<file path="config.mk">
export PLATFORM = sky130hd
export DESIGN_NAME = rgb_pwm_sequencer
export DESIGN_NICKNAME = d
export VERILOG_FILES = /design/src/rtl/rgb_pwm_pkg.sv /design/src/rtl/rgb_pwm_channel.sv /design/src/rtl/rgb_pwm_sequencer.sv
export SDC_FILE = /design/constraint.sdc
export NUM_CORES = 1
export LEC_CHECK = 0
export ABC_AREA = 1
export CORE_MARGIN = 2
export CORE_UTILIZATION = 38
export CTS_CLUSTER_DIAMETER = 40
export CTS_CLUSTER_SIZE = 24
export DETAILED_ROUTE_END_ITERATION = 7
export SLEW_MARGIN = 10
export SYNTH_ARGS = -nofsm -noshare
export SYNTH_HDL_FRONTEND = slang
export SYNTH_HIERARCHICAL = 1
export SYNTH_SLANG_ARGS = --single-unit
</file>
<file path="constraint.sdc">
create_clock -name clk -period 5.6 [get_ports clk]
set_input_delay 1.12 -clock clk [delete_from_list [all_inputs] [get_ports clk]]
set_output_delay 1.12 -clock clk [all_outputs]
set_load 0.01 [all_outputs]
</file>
<file path="src/rtl/rgb_pwm_pkg.sv">
// rgb_pwm_pkg: register map, CTRL bit positions, channel indices and the
// run-state encoding shared by the RGB PWM sequencer files.
package rgb_pwm_pkg;

    localparam logic [1:0] REG_CTRL     = 2'd0;
    localparam logic [1:0] REG_PRESCALE = 2'd1;
    localparam logic [1:0] REG_DUTY     = 2'd2;
    localparam logic [1:0] REG_FADE     = 2'd3;

    localparam int CTRL_ENABLE = 0;
    localparam int CTRL_FADE   = 1;

    localparam int DUTY_FIELD_BITS = 8;

    typedef enum logic [1:0] {
        CH_R = 2'd0,
        CH_G = 2'd1,
        CH_B = 2'd2
    } channel_e;

    typedef enum logic {
        ST_IDLE = 1'b0,
        ST_RUN  = 1'b1
    } run_state_e;

    function automatic logic [DUTY_FIELD_BITS-1:0] duty_field(input logic [23:0] duty,
                                                              input channel_e ch);
        return duty[DUTY_FIELD_BITS*int'(ch) +: DUTY_FIELD_BITS];
    endfunction

endpackage

</file>
<file path="src/rtl/rgb_pwm_channel.sv">
// rgb_pwm_channel: one colour channel -- live duty register, optional fade
// stepping toward the target, and the registered counter compare.
module rgb_pwm_channel
    import rgb_pwm_pkg::*;
#(
    parameter int PWM_BITS = 8
) (
    input  logic                clk,
    input  logic                resetn,
    input  logic                enable,
    input  logic                load,
    input  logic                fade_mode,
    input  logic                fade_step,
    input  logic [PWM_BITS-1:0] target,
    input  logic [PWM_BITS-1:0] pwm_cnt,
    output logic                pwm
);

    logic [PWM_BITS-1:0] cur_duty;

    always_ff @(posedge clk or negedge resetn) begin
        if (!resetn) begin
            cur_duty <= '0;
            pwm      <= 1'b0;
        end else if (!enable) begin
            cur_duty <= '0;
            pwm      <= 1'b0;
        end else begin
            // load is only high on a period boundary (or the run start), so
            // the compare never sees a duty change mid-period
            if (load) begin
                if (!fade_mode) begin
                    cur_duty <= target;
                end else if (fade_step && (cur_duty < target)) begin
                    cur_duty <= cur_duty + 1'b1;
                end else if (fade_step && (cur_duty > target)) begin
                    cur_duty <= cur_duty - 1'b1;
                end
            end
            pwm <= (pwm_cnt < cur_duty);
        end
    end

endmodule

</file>
<file path="src/rtl/rgb_pwm_sequencer.sv">
// rgb_pwm_sequencer: register port, prescaler, PWM period counter and fade
// divider driving three PWM channels. Fade engine built only with RGB_PWM_FADE_EN.
module rgb_pwm_sequencer
    import rgb_pwm_pkg::*;
#(
    parameter int PWM_BITS      = 8,
    parameter int PRESCALE_BITS = 16
) (
    input  logic        clk,
    input  logic        resetn,
    input  logic        bus_stb,
    input  logic        bus_we,
    input  logic [1:0]  bus_addr,
    input  logic [31:0] bus_wdata,
    output logic [31:0] bus_rdata,
    output logic        bus_ack,
    output logic        r_pwm,
    output logic        g_pwm,
    output logic        b_pwm
);

    // state   | meaning
    // ST_IDLE | counters and duties held at 0, outputs low
    // ST_RUN  | prescaler and period counter running

    run_state_e                 state;
    logic                       ctrl_enable;
    logic [PRESCALE_BITS-1:0]   prescale;
    logic [23:0]                duty;
    logic [PRESCALE_BITS-1:0]   pre_cnt;
    logic [PWM_BITS-1:0]        pwm_cnt;
    logic                       access;
    logic                       tick;
    logic                       boundary;
    logic                       start;
    logic                       load;
    logic                       fade_mode;
    logic                       fade_step;
    logic [31:0]                rd_word;
    logic [2:0]                 pwm_vec;
    logic                       unused_wdata;

`ifdef RGB_PWM_FADE_EN
    logic                       ctrl_fade;
    logic [7:0]                 fade_div;
    logic [7:0]                 fade_cnt;
`endif

    assign access       = bus_stb & ~bus_ack;
    assign unused_wdata = &{1'b0, bus_wdata[31:24]};

    always_comb begin
        rd_word = '0;
        case (bus_addr)
            REG_CTRL: begin
                rd_word[CTRL_ENABLE] = ctrl_enable;
`ifdef RGB_PWM_FADE_EN
                rd_word[CTRL_FADE] = ctrl_fade;
`endif
            end
            REG_PRESCALE: rd_word[PRESCALE_BITS-1:0] = prescale;
            REG_DUTY:     rd_word[23:0] = duty;
            REG_FADE: begin
`ifdef RGB_PWM_FADE_EN
                rd_word[7:0] = fade_div;
`else
                rd_word = '0;
`endif
            end
        endcase
    end

    always_ff @(posedge clk or negedge resetn) begin
        if (!resetn) begin
            bus_ack     <= 1'b0;
            bus_rdata   <= '0;
            ctrl_enable <= 1'b0;
            prescale    <= '0;
            duty        <= '0;
`ifdef RGB_PWM_FADE_EN
            ctrl_fade   <= 1'b0;
            fade_div    <= '0;
`endif
        end else begin
            bus_ack   <= access;
            bus_rdata <= '0;
            if (access && bus_we) begin
                case (bus_addr)
                    REG_CTRL: begin
                        ctrl_enable <= bus_wdata[CTRL_ENABLE];
`ifdef RGB_PWM_FADE_EN
                        ctrl_fade <= bus_wdata[CTRL_FADE];
`endif
                    end
                    REG_PRESCALE: prescale <= bus_wdata[PRESCALE_BITS-1:0];
                    REG_DUTY:     duty <= bus_wdata[23:0];
                    REG_FADE: begin
`ifdef RGB_PWM_FADE_EN
                        fade_div <= bus_wdata[7:0];
`endif
                    end
                endcase
            end
            if (access && !bus_we) begin
                bus_rdata <= rd_word;
            end
        end
    end

    // >= rather than == so a PRESCALE shrunk below pre_cnt wraps at once
    assign tick     = (state == ST_RUN) && ctrl_enable && (pre_cnt >= prescale);
    assign boundary = tick && (pwm_cnt == {PWM_BITS{1'b1}});
    assign start    = (state == ST_IDLE) && ctrl_enable;
    assign load     = start | boundary;

`ifdef RGB_PWM_FADE_EN
    assign fade_mode = ctrl_fade;
    assign fade_step = boundary && ctrl_fade && (fade_cnt >= fade_div);
`else
    assign fade_mode = 1'b0;
    assign fade_step = 1'b0;
`endif

    always_ff @(posedge clk or negedge resetn) begin
        if (!resetn) begin
            state   <= ST_IDLE;
            pre_cnt <= '0;
            pwm_cnt <= '0;
`ifdef RGB_PWM_FADE_EN
            fade_cnt <= '0;
`endif
        end else if (!ctrl_enable) begin
            state   <= ST_IDLE;
            pre_cnt <= '0;
            pwm_cnt <= '0;
`ifdef RGB_PWM_FADE_EN
            fade_cnt <= '0;
`endif
        end else begin
            case (state)
                ST_IDLE: begin
                    state   <= ST_RUN;
                    pre_cnt <= '0;
                    pwm_cnt <= '0;
`ifdef RGB_PWM_FADE_EN
                    fade_cnt <= '0;
`endif
                end
                ST_RUN: begin
                    if (tick) begin
                        pre_cnt <= '0;
                        pwm_cnt <= pwm_cnt + 1'b1;
                    end else begin
                        pre_cnt <= pre_cnt + 1'b1;
                    end
`ifdef RGB_PWM_FADE_EN
                    if (boundary) begin
                        fade_cnt <= fade_step ? 8'd0 : fade_cnt + 8'd1;
                    end
`endif
                end
                default: state <= ST_IDLE;
            endcase
        end
    end

    for (genvar i = 0; i < 3; i++) begin : g_ch
        logic [DUTY_FIELD_BITS-1:0] target_full;
        assign target_full = duty_field(duty, channel_e'(i));

        rgb_pwm_channel #(
            .PWM_BITS(PWM_BITS)
        ) u_channel (
            .clk      (clk),
            .resetn   (resetn),
            .enable   (ctrl_enable),
            .load     (load),
            .fade_mode(fade_mode),
            .fade_step(fade_step),
            .target   (target_full[PWM_BITS-1:0]),
            .pwm_cnt  (pwm_cnt),
            .pwm      (pwm_vec[i])
        );
    end

    assign r_pwm = pwm_vec[CH_R];
    assign g_pwm = pwm_vec[CH_G];
    assign b_pwm = pwm_vec[CH_B];

endmodule

</file>
==> flow_summary.toml <==
[status]
status = "finished clean"

[cts]
clock-sinks = 118
cts_root_buf = "clkbuf_16"
htree_levels = 4
clockBufferDepth = 2
cts_inserted_buffers = 17
post_cts_buffers = 0
cts_tree = "yes"
clkTransAtPathRegs_ns = 0.05
cts_hold_buf = 0
clkLatencyLatePin_ns = 0.42
ctsResizeCount = 0

[drt]
ant_nets = 0
num_vias = 6428
via_per_inst = 4.78
drtIter0Drc = 333
drc_errors = 0
avgRoutedWirePerCell_um = 13.3
drtPass1Iterations = 5
wirelength_um = 17900

[synth]
synth_xor_area_frac = 0.0192
synth_cell_types = 37
async_flop_share = 1.00
syn_avg_cell_area_um2 = 7.79
synth_cells = 995
synth_seq_cells = 118
synth_edf_count = 0
ys_seq_area_frac = 0.381
synthSimpleGateAreaFrac = 0.245
yosys_warnings = 6
synthFlopType = "dfrtp_1"
synth_top_family_by_area = "simple AND/OR/NAND/NOR gates"
netlist_area_um2 = 7750
synth_mux_area_frac = 0
synth-compound-area-share = 0.112
synth-adder-area-share = 0.150

[floorplanning]
die_w_um = 147
die_h_um = 147
core_um2 = 20100
fp.dieArea_um2 = 21600
fp-row-count = 52
start_util = 0.386
io_pins = 74

[final_layout]
layout_common_cells = "228 x nand2_1, 143 x inv_1, 118 x dfrtp_1, 88 x ha_1, 76 x a21oi_1"
syn_to_final_growth_pct = 18.0
drive_gt1_frac = 0.0660
antenna_cells = 0
finish.instance_area_um2 = 9150
fillers = 2004
nets = 1192
mostFrequentLayoutCell = "nand2_1"
fin_cells = 1345

[global_route]
grt_pass1_wl_um = 31000
grt_pass1_vias = 6399
grtUsageTotal = 0.179
grt_max_degree = 76
antenna_found_initial = 0
grt-ovfl-total = 0

[sta]
rsz0062_at_grt = "false"
hold_viol_final = 0
fmax_mhz = 332
skew_ns = 0.00798
layout_min_cycle_time_ns = 3.01
slew-limit-headroom = 0.291
tightest_slew_ns = 1.06
finalSetupTns_ns = 0
setup_violations = 0
slew_viol_final = 0
fin_crit_sh = 0.538

[critical_path]
path_class = "input pin to flop"
crit_fanout = 32
start_kind = "input pin"
cpPeakStageDelay_ns = 0.78
critPathSlowestCell = "nand3_1"
cp_num_cells = 6
endpoint_kind = "flop"
critical_path_buf_inv_count = 3
regToRegSetupSlack_ns = 3.17
crit_required_ns = 5.90
crit_arrival_ns = 3.32
reg2reg_depth = 15
r2r_end = "g_ch[1].u_channel/cur_duty[5]$_DFFE_PN0P_"
path_cells = "clkdlybuf4s50_1 > inv_1 > ha_1 > buf_4 > nand3_1 > o21ai_0"
cp_top_family = "buffers and inverters"
r2r_start = "pre_cnt[3]$_DFF_PN0_"
setup.worst_path.start = "bus_addr[1]"

[hold_path]
holdCritStartpoint = "pre_cnt[0]$_DFF_PN0_"
hold_path.class = "flop to flop"
whs_endpoint = "pre_cnt[0]$_DFF_PN0_"
whs_path_depth = 1

[power_and_ir_drop]
power.density_nw_per_um2 = 317
irDropWorstVdd_mv = 0.218
leakage_nw = 4.53

[place]
hpwl_um = 13200
globalplace.congestion = 0.836
io_buffers = 57
dp.cells = 1314
dpl_cell_area_um2 = 8580

[flow_run]
maxCapViolCount = 0
-- cell usage after synthesis, types with 2 or more instances --
cell      count  share of area
nand2_1     228           0.11
ha_1         88           0.14
nand3_2       4         0.0052
or2_1         2         0.0016
a21oi_1      76          0.049
xnor2_1       8         0.0090
clkbuf_1      9         0.0044
dfrtp_1     118           0.38
o22ai_1       6         0.0048
o21ai_1      10         0.0065
inv_2         3         0.0015
buf_4        10         0.0097
o211ai_1      2         0.0019
nand2_4       4         0.0058
nand4_1      18          0.015
buf_6         3         0.0044
nor3_1        8         0.0052
fa_1          3         0.0077
o21ai_2       4         0.0045
o21ai_0      60          0.039
nor2_2        6         0.0048
o21a_1        2         0.0019
buf_2         6         0.0039
nor2_4        2         0.0029
nand2_2       9         0.0073
inv_1       143          0.069
nor2_1       70          0.034
xor2_1        9          0.010
nand3b_1      3         0.0029
nand3_1      74          0.048
-- through the flow --
step,util,hold WS [ns],worst slack [ns],total power [mW]
3_5_place_dp,0.427,0.492,2.11,1.85
5_1_grt,0.455,0.521,2.27,3.13
4_1_cts,0.455,0.497,2.54,2.92
3_3_place_gp,0.427,0.486,2.19,1.83
6_report,0.455,0.496,2.59,2.90
2_1_floorplan,-,0.450,3.42,1.63
-- worst max path at each step --
stage,end
6_report,prescale[7]$_DFFE_PN0P_
3_5_place_dp,prescale[7]$_DFFE_PN0P_
5_1_grt,prescale[10]$_DFFE_PN0P_
3_3_place_gp,prescale[15]$_DFFE_PN0P_
2_1_floorplan,duty[0]$_DFFE_PN0P_
4_1_cts,prescale[7]$_DFFE_PN0P_
-- worst register-to-register path, cell delays in order (launching register included) --
cell and delay, ns:
dfrtp_1 0.45, ha_1 0.33, nand2_1 0.07, nor2_1 0.10, nor2_1 0.04, nand2_1 0.06
nand2_1 0.05, nand2_1 0.10, nand2_4 0.11, nand2_1 0.11, nand3_1 0.07, nand2_1 0.34
nand3_2 0.18, inv_1 0.18, nand3_1 0.09, nand2_1 0.09
-- state kept, by name, summed over array words and instances (netlist names) --
register	count
duty	24
bus_ack	1
prescale	16
bus_rdata	24
g_ch.u_channel/cur_duty	24
pwm_cnt	8
g_ch.u_channel/pwm	3
pre_cnt	16
state	1
ctrl_enable	1
-- metal layers --
layer  global-route usage  routed length (um)  vias to the layer above
met3               0.0320                 614                       20
met4               0.0505                 227                        0
met1                0.248                8870                     2927
li1                     -                   -                     3365
met5                    0                   0                        -
met2                0.287                8160                      116
-- kinds of logic after synthesis --
logic type | Yosys count
simple gates | 430
buf+inv | 174
compound gates | 164
flops | 118
fa+ha+maj | 91
xor+xnor | 17
other cells | 1
-- where the power goes --
part | switching, mW | internal [mW] | total, mW | leakage [nW]
clock | 0.402 | 0.659 | 1.06 | 0.266
sequential | 0.104 | 0.954 | 1.06 | 1.57
combinational | 0.486 | 0.298 | 0.784 | 2.70
-- area by class of cell --
cell class / count / area, um^2 / area share
multi-input combinational: 720 / 4150 / 0.453
tap: 270 / 338 / 0.0369
inverter: 146 / 548 / 0.0599
clock inverter: 13 / 134 / 0.0146
timing repair buffer: 60 / 591 / 0.0645
sequential: 118 / 2950 / 0.323
clock buffer: 18 / 439 / 0.0480
Power figures use the tool's default switching activity.
